==> config.mk <==
export PLATFORM = sky130hd
export DESIGN_NAME = cc2420_spi_ctrl_flat
export DESIGN_NICKNAME = d
export VERILOG_FILES = /design/src/rtl/cc2420_spi_ctrl_if.sv /design/src/rtl/cc2420_spi_ctrl.sv /design/src/flat_wrapper.sv
export SDC_FILE = /design/constraint.sdc
export NUM_CORES = 1
export LEC_CHECK = 0
export CORE_MARGIN = 1
export CORE_UTILIZATION = 30
export DETAILED_ROUTE_END_ITERATION = 10
export GPL_ROUTABILITY_DRIVEN = 0
export GPL_TIMING_DRIVEN = 1
export PLACE_DENSITY = 0.58
export SLEW_MARGIN = 20
export SYNTH_ARGS = -nofsm -noshare
export SYNTH_HDL_FRONTEND = slang
export SYNTH_SLANG_ARGS = --single-unit
==> constraint.sdc <==
create_clock -name Clock -period 2.5 [get_ports Clock]
set_clock_uncertainty 0.1 [all_clocks]
set_input_delay 0.5 -clock Clock [delete_from_list [all_inputs] [get_ports Clock]]
set_output_delay 0.5 -clock Clock [all_outputs]
set_load 0.05 [all_outputs]
==> src/rtl/cc2420_spi_ctrl_if.sv <==
// cc2420_spi_ctrl_if: command/response and SPI byte-engine signals of the CC2420 sequencer
interface cc2420_spi_ctrl_if;
  logic ReqValid, ReqReady;
  logic [1:0] ReqType;
  logic [5:0] ReqAddr;
  logic [15:0] ReqWData;
  logic RespValid;
  logic [15:0] RespData;
  logic [7:0] Status;
  logic Error, Busy;
  logic SpiInValid;
  logic [7:0] SpiIn;
  logic SpiInRequest, SpiNewData;
  logic [7:0] SpiOut;
  modport master (
    output ReqValid, ReqType, ReqAddr, ReqWData, SpiInRequest, SpiNewData, SpiOut,
    input ReqReady, RespValid, RespData, Status, Error, Busy, SpiInValid, SpiIn
  );
  modport slave (
    input ReqValid, ReqType, ReqAddr, ReqWData, SpiInRequest, SpiNewData, SpiOut,
    output ReqReady, RespValid, RespData, Status, Error, Busy, SpiInValid, SpiIn
  );
endinterface

==> src/rtl/cc2420_spi_ctrl.sv <==
// cc2420_spi_ctrl: expands strobe/register commands into CC2420 SPI byte frames
module cc2420_spi_ctrl #(
  parameter int TIMEOUT = 1024
) (
  input logic Clock,
  input logic Reset,
  cc2420_spi_ctrl_if.slave bus
);
  localparam int TW = TIMEOUT > 2 ? $clog2(TIMEOUT) : 1;
  typedef enum logic [1:0] {IDLE, XFER, DONE, ERR} state_t;
  state_t state, nextState;
  logic [1:0] reqType, txCnt, rxCnt, len;
  logic [5:0] addr;
  logic [15:0] wData;
  logic [7:0] statusShadow, dataHi, txByte, status;
  logic [15:0] respData;
  logic [TW-1:0] timer;
  logic isRead, handshake, inValid, accept, newData, lastRx, progress;
  always_comb begin
    isRead = reqType == 2'b10;
    len = reqType == 2'b00 ? 2'd1 : 2'd3;
    handshake = state == IDLE && bus.ReqValid;
    inValid = state == XFER && txCnt < len;
    accept = inValid && bus.SpiInRequest;
    newData = state == XFER && bus.SpiNewData && rxCnt < len;
    lastRx = newData && rxCnt + 2'd1 == len;
    progress = accept || newData;
    txByte = txCnt == 2'd0 ? {1'b0, isRead, addr} : isRead ? 8'h00 : txCnt == 2'd1 ? wData[15:8] : wData[7:0];
    nextState = state == IDLE ? (handshake ? (bus.ReqType == 2'b11 ? ERR : XFER) : IDLE)
              : state == XFER ? (lastRx ? DONE : (!progress && timer == TW'(TIMEOUT - 1)) ? ERR : XFER)
              : IDLE;
  end
  always_ff @(posedge Clock or posedge Reset)
    if (Reset) state <= IDLE;
    else state <= nextState;
  // Status/RespData load on the final received byte so they are already valid during DONE
  always_ff @(posedge Clock or posedge Reset)
    if (Reset) begin
      reqType <= '0;
      addr <= '0;
      wData <= '0;
      txCnt <= '0;
      rxCnt <= '0;
      timer <= '0;
      statusShadow <= '0;
      dataHi <= '0;
      status <= '0;
      respData <= '0;
    end else if (handshake) begin
      reqType <= bus.ReqType;
      addr <= bus.ReqAddr;
      wData <= bus.ReqWData;
      txCnt <= '0;
      rxCnt <= '0;
      timer <= '0;
    end else if (state == XFER) begin
      if (accept) txCnt <= txCnt + 2'd1;
      if (newData) rxCnt <= rxCnt + 2'd1;
      timer <= progress ? '0 : timer + TW'(1);
      if (newData && rxCnt == 2'd0) statusShadow <= bus.SpiOut;
      if (newData && rxCnt == 2'd1) dataHi <= bus.SpiOut;
      if (lastRx) status <= rxCnt == 2'd0 ? bus.SpiOut : statusShadow;
      if (lastRx && isRead) respData <= {dataHi, bus.SpiOut};
    end
  assign bus.ReqReady = state == IDLE;
  assign bus.Busy = state != IDLE;
  assign bus.RespValid = state == DONE;
  assign bus.Error = state == ERR;
  assign bus.SpiInValid = inValid;
  assign bus.SpiIn = inValid ? txByte : 8'h00;
  assign bus.Status = status;
  assign bus.RespData = respData;
endmodule
==> src/flat_wrapper.sv <==
// flat-port wrapper written by rule: the top's interface ports become plain ports
module cc2420_spi_ctrl_flat 
#(
  parameter int TIMEOUT = 1024
)
  (Clock, Reset, bus_ReqValid, bus_ReqType, bus_ReqAddr, bus_ReqWData, bus_SpiInRequest, bus_SpiNewData, bus_SpiOut, bus_ReqReady, bus_RespValid, bus_RespData, bus_Status, bus_Error, bus_Busy, bus_SpiInValid, bus_SpiIn);
  cc2420_spi_ctrl_if bus_i ();
  input logic Clock;
  input logic Reset;
  input wire logic [$bits(bus_i.ReqValid)-1:0] bus_ReqValid;
  input wire logic [$bits(bus_i.ReqType)-1:0] bus_ReqType;
  input wire logic [$bits(bus_i.ReqAddr)-1:0] bus_ReqAddr;
  input wire logic [$bits(bus_i.ReqWData)-1:0] bus_ReqWData;
  input wire logic [$bits(bus_i.SpiInRequest)-1:0] bus_SpiInRequest;
  input wire logic [$bits(bus_i.SpiNewData)-1:0] bus_SpiNewData;
  input wire logic [$bits(bus_i.SpiOut)-1:0] bus_SpiOut;
  output wire logic [$bits(bus_i.ReqReady)-1:0] bus_ReqReady;
  output wire logic [$bits(bus_i.RespValid)-1:0] bus_RespValid;
  output wire logic [$bits(bus_i.RespData)-1:0] bus_RespData;
  output wire logic [$bits(bus_i.Status)-1:0] bus_Status;
  output wire logic [$bits(bus_i.Error)-1:0] bus_Error;
  output wire logic [$bits(bus_i.Busy)-1:0] bus_Busy;
  output wire logic [$bits(bus_i.SpiInValid)-1:0] bus_SpiInValid;
  output wire logic [$bits(bus_i.SpiIn)-1:0] bus_SpiIn;
  assign bus_i.ReqValid = bus_ReqValid;
  assign bus_i.ReqType = bus_ReqType;
  assign bus_i.ReqAddr = bus_ReqAddr;
  assign bus_i.ReqWData = bus_ReqWData;
  assign bus_i.SpiInRequest = bus_SpiInRequest;
  assign bus_i.SpiNewData = bus_SpiNewData;
  assign bus_i.SpiOut = bus_SpiOut;
  assign bus_ReqReady = bus_i.ReqReady;
  assign bus_RespValid = bus_i.RespValid;
  assign bus_RespData = bus_i.RespData;
  assign bus_Status = bus_i.Status;
  assign bus_Error = bus_i.Error;
  assign bus_Busy = bus_i.Busy;
  assign bus_SpiInValid = bus_i.SpiInValid;
  assign bus_SpiIn = bus_i.SpiIn;
  cc2420_spi_ctrl #(.TIMEOUT(TIMEOUT)) u_core (.Clock(Clock), .Reset(Reset), .bus(bus_i));
endmodule
Word-level counts from Yosys, hierarchy flattened
Cells that the tools add are included.

$add $sub $neg: 3. $lt $le $gt $ge: 2. Equality and inequality tests: 9. Multiplexer cells: 21. Bitwise operators: 1. Reductions and logical operators: 26.

Operator list (count): 8-bit two-way mux (5); 10-bit two-way mux (3); 2-bit two-way mux (13); 3-bit AND reduction (4); 10-bit by 1-bit adder with 10-bit output, second input constant (1); 10-bit equality test, second input constant (1); 1-bit logical AND (10); 2-bit equality test, second input constant (4); 2-bit logical NOT (4); 2-bit nonzero test (4); 2-bit by 1-bit equality test with 1-bit output, second input constant (3); 2-bit by 1-bit adder with 2-bit output, second input constant (2); 2-bit < comparator (2); 2-bit AND reduction (2); 2-bit equality test (1); 1-bit logical NOT (1); 1-bit logical OR (1); 1-bit inverter (1).

Bits in registers: 80. Bits of input ports: 37. Output and inout bits: 37. Word-level logic and storage cells: 73.

Depth between registers and ports, before layout
Gate-level depths: netlist of run 1.

Depth in word-level cells: 12. Depth in mapped cells: 9. Depth with buffers taken out: 6.

Least setup slack after synthesis of run 1
No wires, ideal clock.

Path type: reg2out. Start point: reg u_core.reqType[1]. End point: out bus_SpiIn[7]. Arrival time: 2.784 ns. Required time: 1.900 ns. Path slack: -0.884 ns. Cell stages (with the launch flop): 6. Path buffers: 0. Path through: dfrtp_1 > nor2_1 > ha_1 > a21oi_1 > nand2_1 > nor4_1.

Longest elaborated chain between the ends: 5. Elaborated cells between the ends (all ways): 8. Classes of those cells: order compare: 1; eq/ne: 1; mux: 4; reduce/logical: 2.

RTL lines: start: declaration (line cc2420_spi_ctrl.sv:12) `logic [1:0] reqType, txCnt, rxCnt, len;`; start signal: assignment (line cc2420_spi_ctrl.sv:50) `reqType <= bus.ReqType;`; 2-bit logical NOT (line cc2420_spi_ctrl.sv:21) `len = reqType == 2'b00 ? 2'd1 : 2'd3;`; 2-bit two-way mux (line cc2420_spi_ctrl.sv:21); 2-bit < comparator (line cc2420_spi_ctrl.sv:23) `inValid = state == XFER && txCnt < len;`; 1-bit logical AND (line cc2420_spi_ctrl.sv:23); 8-bit two-way mux * (line cc2420_spi_ctrl.sv:70) `assign bus.SpiIn = inValid ? txByte : 8'h00;`; end: declaration (line flat_wrapper.sv:24) `output wire logic [$bits(bus_i.SpiIn)-1:0] bus_SpiIn;`.

Every way passes the cells marked *; elsewhere a longest branch is shown, timed or not.

Worst setup path after layout of run 1
Ends and elaborated chain as after synthesis.

==> results of run 1 <==
-- worst max-delay path, stage by stage (launching register included) --
cell and delay [ns]:
dfrtp_1 0.40, nor2_2 0.14, ha_1 0.25, a21oi_2 0.21, nand2_4 0.12, nor4_4 0.34
buf_12 0.18
-- layer usage --
layer | wire (µm) | global-route usage | vias to the layer above
li1 | - | - | 1201
met4 | 74 | 0.04000 | 0
met2 | 3483 | 0.1942 | 68
met3 | 549 | 0.05400 | 6
met1 | 3536 | 0.1658 | 1204
met5 | 0 | 0 | -
-- report_power, final --
part,internal (W),leakage (nW),switching (W)
combinational,0.00208,1.10,0.00246
clock,0.000783,0.143,0.000538
sequential,0.00189,0.984,0.000352
-- sequential cells by signal (all words and copies together) (netlist names) --
| name | cells |
|---|---|
| u_core.state | 2 |
| u_core.wData | 16 |
| u_core.txCnt | 2 |
| u_core.timer | 10 |
| u_core.bus.RespData | 16 |
| u_core.addr | 6 |
| u_core.reqType | 2 |
| u_core.rxCnt | 2 |
| u_core.statusShadow | 8 |
| u_core.bus.Status | 8 |
| u_core.dataHi | 8 |
-- stage by stage --
step	worst slack, ns	util	hold WS [ns]	total power [W]	area [µm²]
floorplan	-0.06602	-	0.3716	0.005028	3671
global route	-0.1723	0.4416	0.4200	0.008576	5129
detailed placement	-0.02025	0.4048	0.3888	0.006539	4701
CTS	-0.08611	0.4386	0.4034	0.008151	5094
finish	-0.07379	0.4416	0.4047	0.008104	5129
global placement	-0.06674	0.4048	0.3852	0.006462	4701
-- final timing paths --
check	endpoint	slack, ns	depth (start not counted)
hold reg to reg	u_core.wData[14]	0.40	1
setup reg to reg	u_core.bus.RespData[2]	0.08	8
hold / removal	u_core.wData[14]	0.40	1
max in group asynchronous	u_core.wData[10]	1.44	3
min in group asynchronous	u_core.timer[9]	0.55	3
setup / recovery	bus_SpiIn[7]	-0.07	6
-- cells in the final DEF (no fill, tap or decap), types with 4 or more instances in the layout --
cell type,instances
a21oi_1,13
nor2_1,22
nor2b_1,4
nand3_1,4
inv_1,9
a22oi_1,4
buf_12,11
dfrtp_1,80
clkbuf_16,9
o21ai_0,6
mux2_2,53
mux2_4,10
clkdlybuf4s50_1,63
mux2i_1,10
nand2_1,8
ha_1,6
buf_4,17
-- cells by family (layout without fill, tap and decap cells) --
group | Yosys count | after routing | synth area share
adders and majority gates | 7 | 7 | 0.02606
AOI/OAI and AO/OA | 40 | 40 | 0.07065
buffers and inverters | 22 | 118 | 0.03086
DFF | 80 | 80 | 0.5487
and+or+nand+nor | 63 | 63 | 0.08916
xor gates and xnor gates | 1 | 1 | 0.002401
muxes | 73 | 73 | 0.2322
-- area by class of cell --
class,instances,area (µm²)
fillers,1060,6485
flip-flops and latches,80,2002
clock inverters,7,80.08
well taps,143,178.9
clock buffers,9,225.2
multi-input cells,184,1612
repair buffers,92,989.7
inverters,10,41.29
-- synthesized netlist by cell type (4+ instances only) --
master / n / area share
dfrtp_1: 80 / 0.55
a22oi_1: 6 / 0.012
nor2b_1: 4 / 0.0069
nand3_1: 4 / 0.0055
nor2_1: 25 / 0.026
mux2_2: 53 / 0.16
o21ai_0: 6 / 0.0082
a21oi_1: 15 / 0.021
nor4_1: 4 / 0.0069
nand2_1: 11 / 0.011
inv_1: 10 / 0.010
ha_1: 6 / 0.021
clkbuf_1: 5 / 0.0051
mux2_4: 10 / 0.041
mux2i_1: 10 / 0.027
buf_2: 5 / 0.0069
-- timing repair --
action                                 4_1_cts  5_1_grt
pin swaps                                    5        4
endpoints found under the hold margin        0        0
setup endpoints to repair                    9       17
resized for setup                           12        4
setup buffers                                5        3
==> flow_summary.ini, run 1 <==
[outcome]
status = complete, but fails checks
violations = DRC, setup timing

[yosys]
async_flop_share = 1.000
synthDistinctLibCells = 40
synth_flop_cell = dfrtp_1
seq_area_frac_synth = 0.5487
synth_nets = 330
synth_edf_count = 0
syn-cell-area_um2 = 3648
yosys_warnings = 0
avgSynthCellArea_um2 = 12.76
synth_cells = 286
ys_seq_elements = 80

[cells_and_area]
area_delta_synth_final_pct = 40.57
nets = 421
fin_cells = 525
antenna_cells = 0
drive_gt1_frac = 0.3298

[floorplan]
core_um2 = 11610
pin_count = 74
dieArea_um2 = 12610
rows = 39
start_util = 0.3142
die_h_um = 112.3
die_width_um = 112.3

[clock_tree]
clock_sinks = 80
clock_path_buffers = 2
cts_buffers = 9
tritoncts = built
clkTransAtPathRegs_ns = 0.06
insertion_delay_ns = 0.33
h-tree-depth = 3
ctsRootBufferMaster = clkbuf_16
cts_hold_buffers = 0

[global_routing]
grt_pass1_wl_um = 12660
antenna_found_initial = 0
grt_overflow = 0
grt_pass1_vias = 2551
track_usage = 0.1280
grt_max_degree = 81

[routing]
ant_nets = 0
vias = 2479
firstDrtPassIters = 7
drc = 4
wl_per_cell_um = 14.56
drt-total-wl_um = 7643
routed_via_density = 4.722
first_iter_violations = 53

[sta]
rsz0062_at_grt = yes
worstMarginPinSlew_ns = 0.5341
fin_crit_ns = 2.574
setup_viol = 2
slew_headroom = 0.6428
fin_tns_setup_ns = -0.09174
period_share = 1.030
drv_slew = 0
worst_slack_ns = -0.07379
final-hold-violation-count = 0
clock.fmax_mhz = 388.5

[placed_design]
dp.cells = 501
dp_hpwl_um = 5174
port_buffers = 73

[pwr]
pwr_density_cell_nw_per_um2 = 1580
power_leakage_nw = 2.228
peakVddDrop_v = 0.001164

[hold_path]
worstHoldStart = u_core.wData[14]
hp-class = flop to flop

[critical_path]
critPathArrivalTime_ns = 1.97
critPathCaptureType = output port
worst_ep_required_time_ns = 1.90
crit_type = flop to output port
startpoint = u_core.reqType[1]
timing.critical_path.from_type = flop
cp_max_fo = 8
regToRegStartpoint = u_core.reqType[1]

[run]
maxCapViolations = 0
Note: power is estimated with default switching activity, not from simulation.
==> run 2: changes to the inputs <==
--- a/config.mk
+++ b/config.mk
@@ -7,2 +7,4 @@
 export LEC_CHECK = 0
+export CELL_PAD_IN_SITES_DETAIL_PLACEMENT = 1
+export CELL_PAD_IN_SITES_GLOBAL_PLACEMENT = 1
 export CORE_MARGIN = 1
@@ -10,2 +12,3 @@
 export DETAILED_ROUTE_END_ITERATION = 10
+export DONT_BUFFER_PORTS = 1
 export GPL_ROUTABILITY_DRIVEN = 0
==> constraint.sdc (replaced) <==
create_clock -name Clock -period 2.5 [get_ports Clock]
set_clock_uncertainty 0.1 [all_clocks]
set_input_delay 0.625 -clock Clock [delete_from_list [all_inputs] [get_ports Clock]]
set_output_delay 0.625 -clock Clock [all_outputs]
set_load 0.05 [all_outputs]
==> run 2 against run 1 <==
  * The run still ends with DRC, setup timing left
  * Maximum frequency shrank 1.6%
  * Count of clock-buffer cells in the layout grew 1
  * Cell area down 14%
  * Die area unchanged
  * Global-route usage up 1.2 points
  * Cell count down 13%
  * Utilization down 6.2 points
  * Critical path type unchanged
  * Critical endpoint is now bus_SpiIn[2]
==> flow_summary.ini, run 2 (synthesis gave the netlist of run 1 again) <==
[global_routing]
grt_pass1_vias = 2525
antenna_found_initial = 0
grt_pass1_wl_um = 13330
grt_overflow = 0
track_usage = 0.1398
grt_max_degree = 81

[sta]
drv_slew = 0
fin_tns_setup_ns = -0.7851
setup_viol = 9
rsz0062_at_grt = yes
final-hold-violation-count = 0
timing.hold.ws_ns = 0.1776
slew_headroom = 0.6562
period_share = 1.046
clock.fmax_mhz = 382.5
worstMarginPinSlew_ns = 0.5157
fin_crit_ns = 2.614
worst_slack_ns = -0.1144

[run]
maxCapViolations = 0

[routing]
vias = 2291
routed_via_density = 4.991
drt-total-wl_um = 7991
firstDrtPassIters = 7
wl_per_cell_um = 17.41
ant_nets = 0
first_iter_violations = 62
drc = 4

[floorplan]
dieArea_um2 = 12610
core_um2 = 11610
die_width_um = 112.3
rows = 39
pin_count = 74
start_util = 0.3142
die_h_um = 112.3

[placed_design]
dp.cells = 440
place_worst_setup_slack_ns = 0.06719
port_buffers = 0
dp_hpwl_um = 5410

[critical_path]
reg2reg_to = u_core.statusShadow[7]
rr_worst_depth = 7
critPathArrivalTime_ns = 1.89
cp_max_fo = 8
worst_ep_required_time_ns = 1.77
ff2ff_setup_slack_ns = 0.17
timing.critical_path.from_type = flop
crit_type = flop to output port
critPathCaptureType = output port
regToRegStartpoint = u_core.reqType[1]

[cells_and_area]
area_delta_synth_final_pct = 20.99
final_common_cell = dfrtp_1
antenna_cells = 0
nets = 355
drive_gt1_frac = 0.4019
fin_cells = 459
final_cell_mix = 79 x dfrtp_1, 52 x mux2_2, 18 x nor2_1, 13 x a21oi_1, 13 x buf_4

[clock_tree]
cts_hold_buffers = 0
insertion_delay_ns = 0.34
cts_buffers = 9
clock_path_buffers = 2
clkTransAtPathRegs_ns = 0.06
tritoncts = built
ctsRootBufferMaster = clkbuf_16
clock_sinks = 80
h-tree-depth = 3

[outcome]
status = complete, but fails checks
violations = DRC, setup timing

[hold_path]
hp-class = primary input to asynchronous set/reset pin
## run 2: cell count changes in the layout (fill, tap and decap cells not counted), moves of 2 or more
cell / previous run / this run
buf_12: 11 / 5
buf_4: 17 / 13
buf_6: 1 / 8
clkdlybuf4s50_1: 63 / 0
clkinv_2: 0 / 2
nand2_1: 8 / 10
nor2_1: 22 / 18
nor2_2: 1 / 6
## run 2: what timing repair did
| action | in CTS | in global routing |
|---|---|---|
| pin swaps | 5 | 1 |
| buffers inserted | 3 | 0 |
| gates resized for setup | 24 | 3 |
| cloned | 0 | 0 |
| setup endpoints to repair | 9 | 22 |
## run 2: per-layer routing
metal / wire [µm] / part of all wire / up-vias / GRT usage
met5: 0 / 0 / - / 0
met4: 99 / 0.012 / 0 / 0.04267
met3: 723 / 0.090 / 10 / 0.06911
met2: 3782 / 0.47 / 67 / 0.2236
met1: 3386 / 0.42 / 1157 / 0.1653
li1: - / - / 1057 / -
## run 2: layout make-up
cell class | instances | area [µm²]
Clock buffer | 10 | 239.0
Clock inverter | 6 | 43.79
Fill cell | 1236 | 7199
Inverter | 10 | 41.29
Multi-Input combinational cell | 184 | 1620
Sequential cell | 80 | 2003
Tap cell | 143 | 178.9
Timing Repair Buffer | 26 | 287.8
## run 2: critical path, stage by stage, from the launching register on
cell	delay (ns)
dfrtp_1	0.39
nor2_2	0.14
ha_1	0.25
a21oi_2	0.18
nand2_2	0.12
buf_6	0.18
nor2_2	0.13
buf_6	0.17
## run 2: worst max path at each step
stage,startpoint,to,slack [ns],cells after the start
3_3_place_gp,u_core.reqType[1],bus_SpiIn[7],0.12,6
5_1_grt,u_core.reqType[1],bus_SpiIn[2],-0.22,7
2_1_floorplan,u_core.reqType[1],bus_SpiIn[0],-0.19,5
3_5_place_dp,u_core.reqType[1],bus_SpiIn[6],0.07,7
4_1_cts,u_core.reqType[0],bus_SpiIn[7],-0.1,6
6_report,u_core.reqType[0],bus_SpiIn[2],-0.11,7
## run 2: per-stage QoR
| step | instance area (µm²) | util |
|---|---|---|
| final | 4414 | 0.3801 |
| after global routing | 4414 | 0.3801 |
| after CTS | 4407 | 0.3794 |
| after detailed placement | 4010 | 0.3453 |
| after global placement | 4010 | 0.3453 |
| after floorplan | 3671 | - |
Power of run 2 is left out: the tool's default activity adds up to more than one toggle a clock period on the data nets, which glitch-free logic cannot reach.
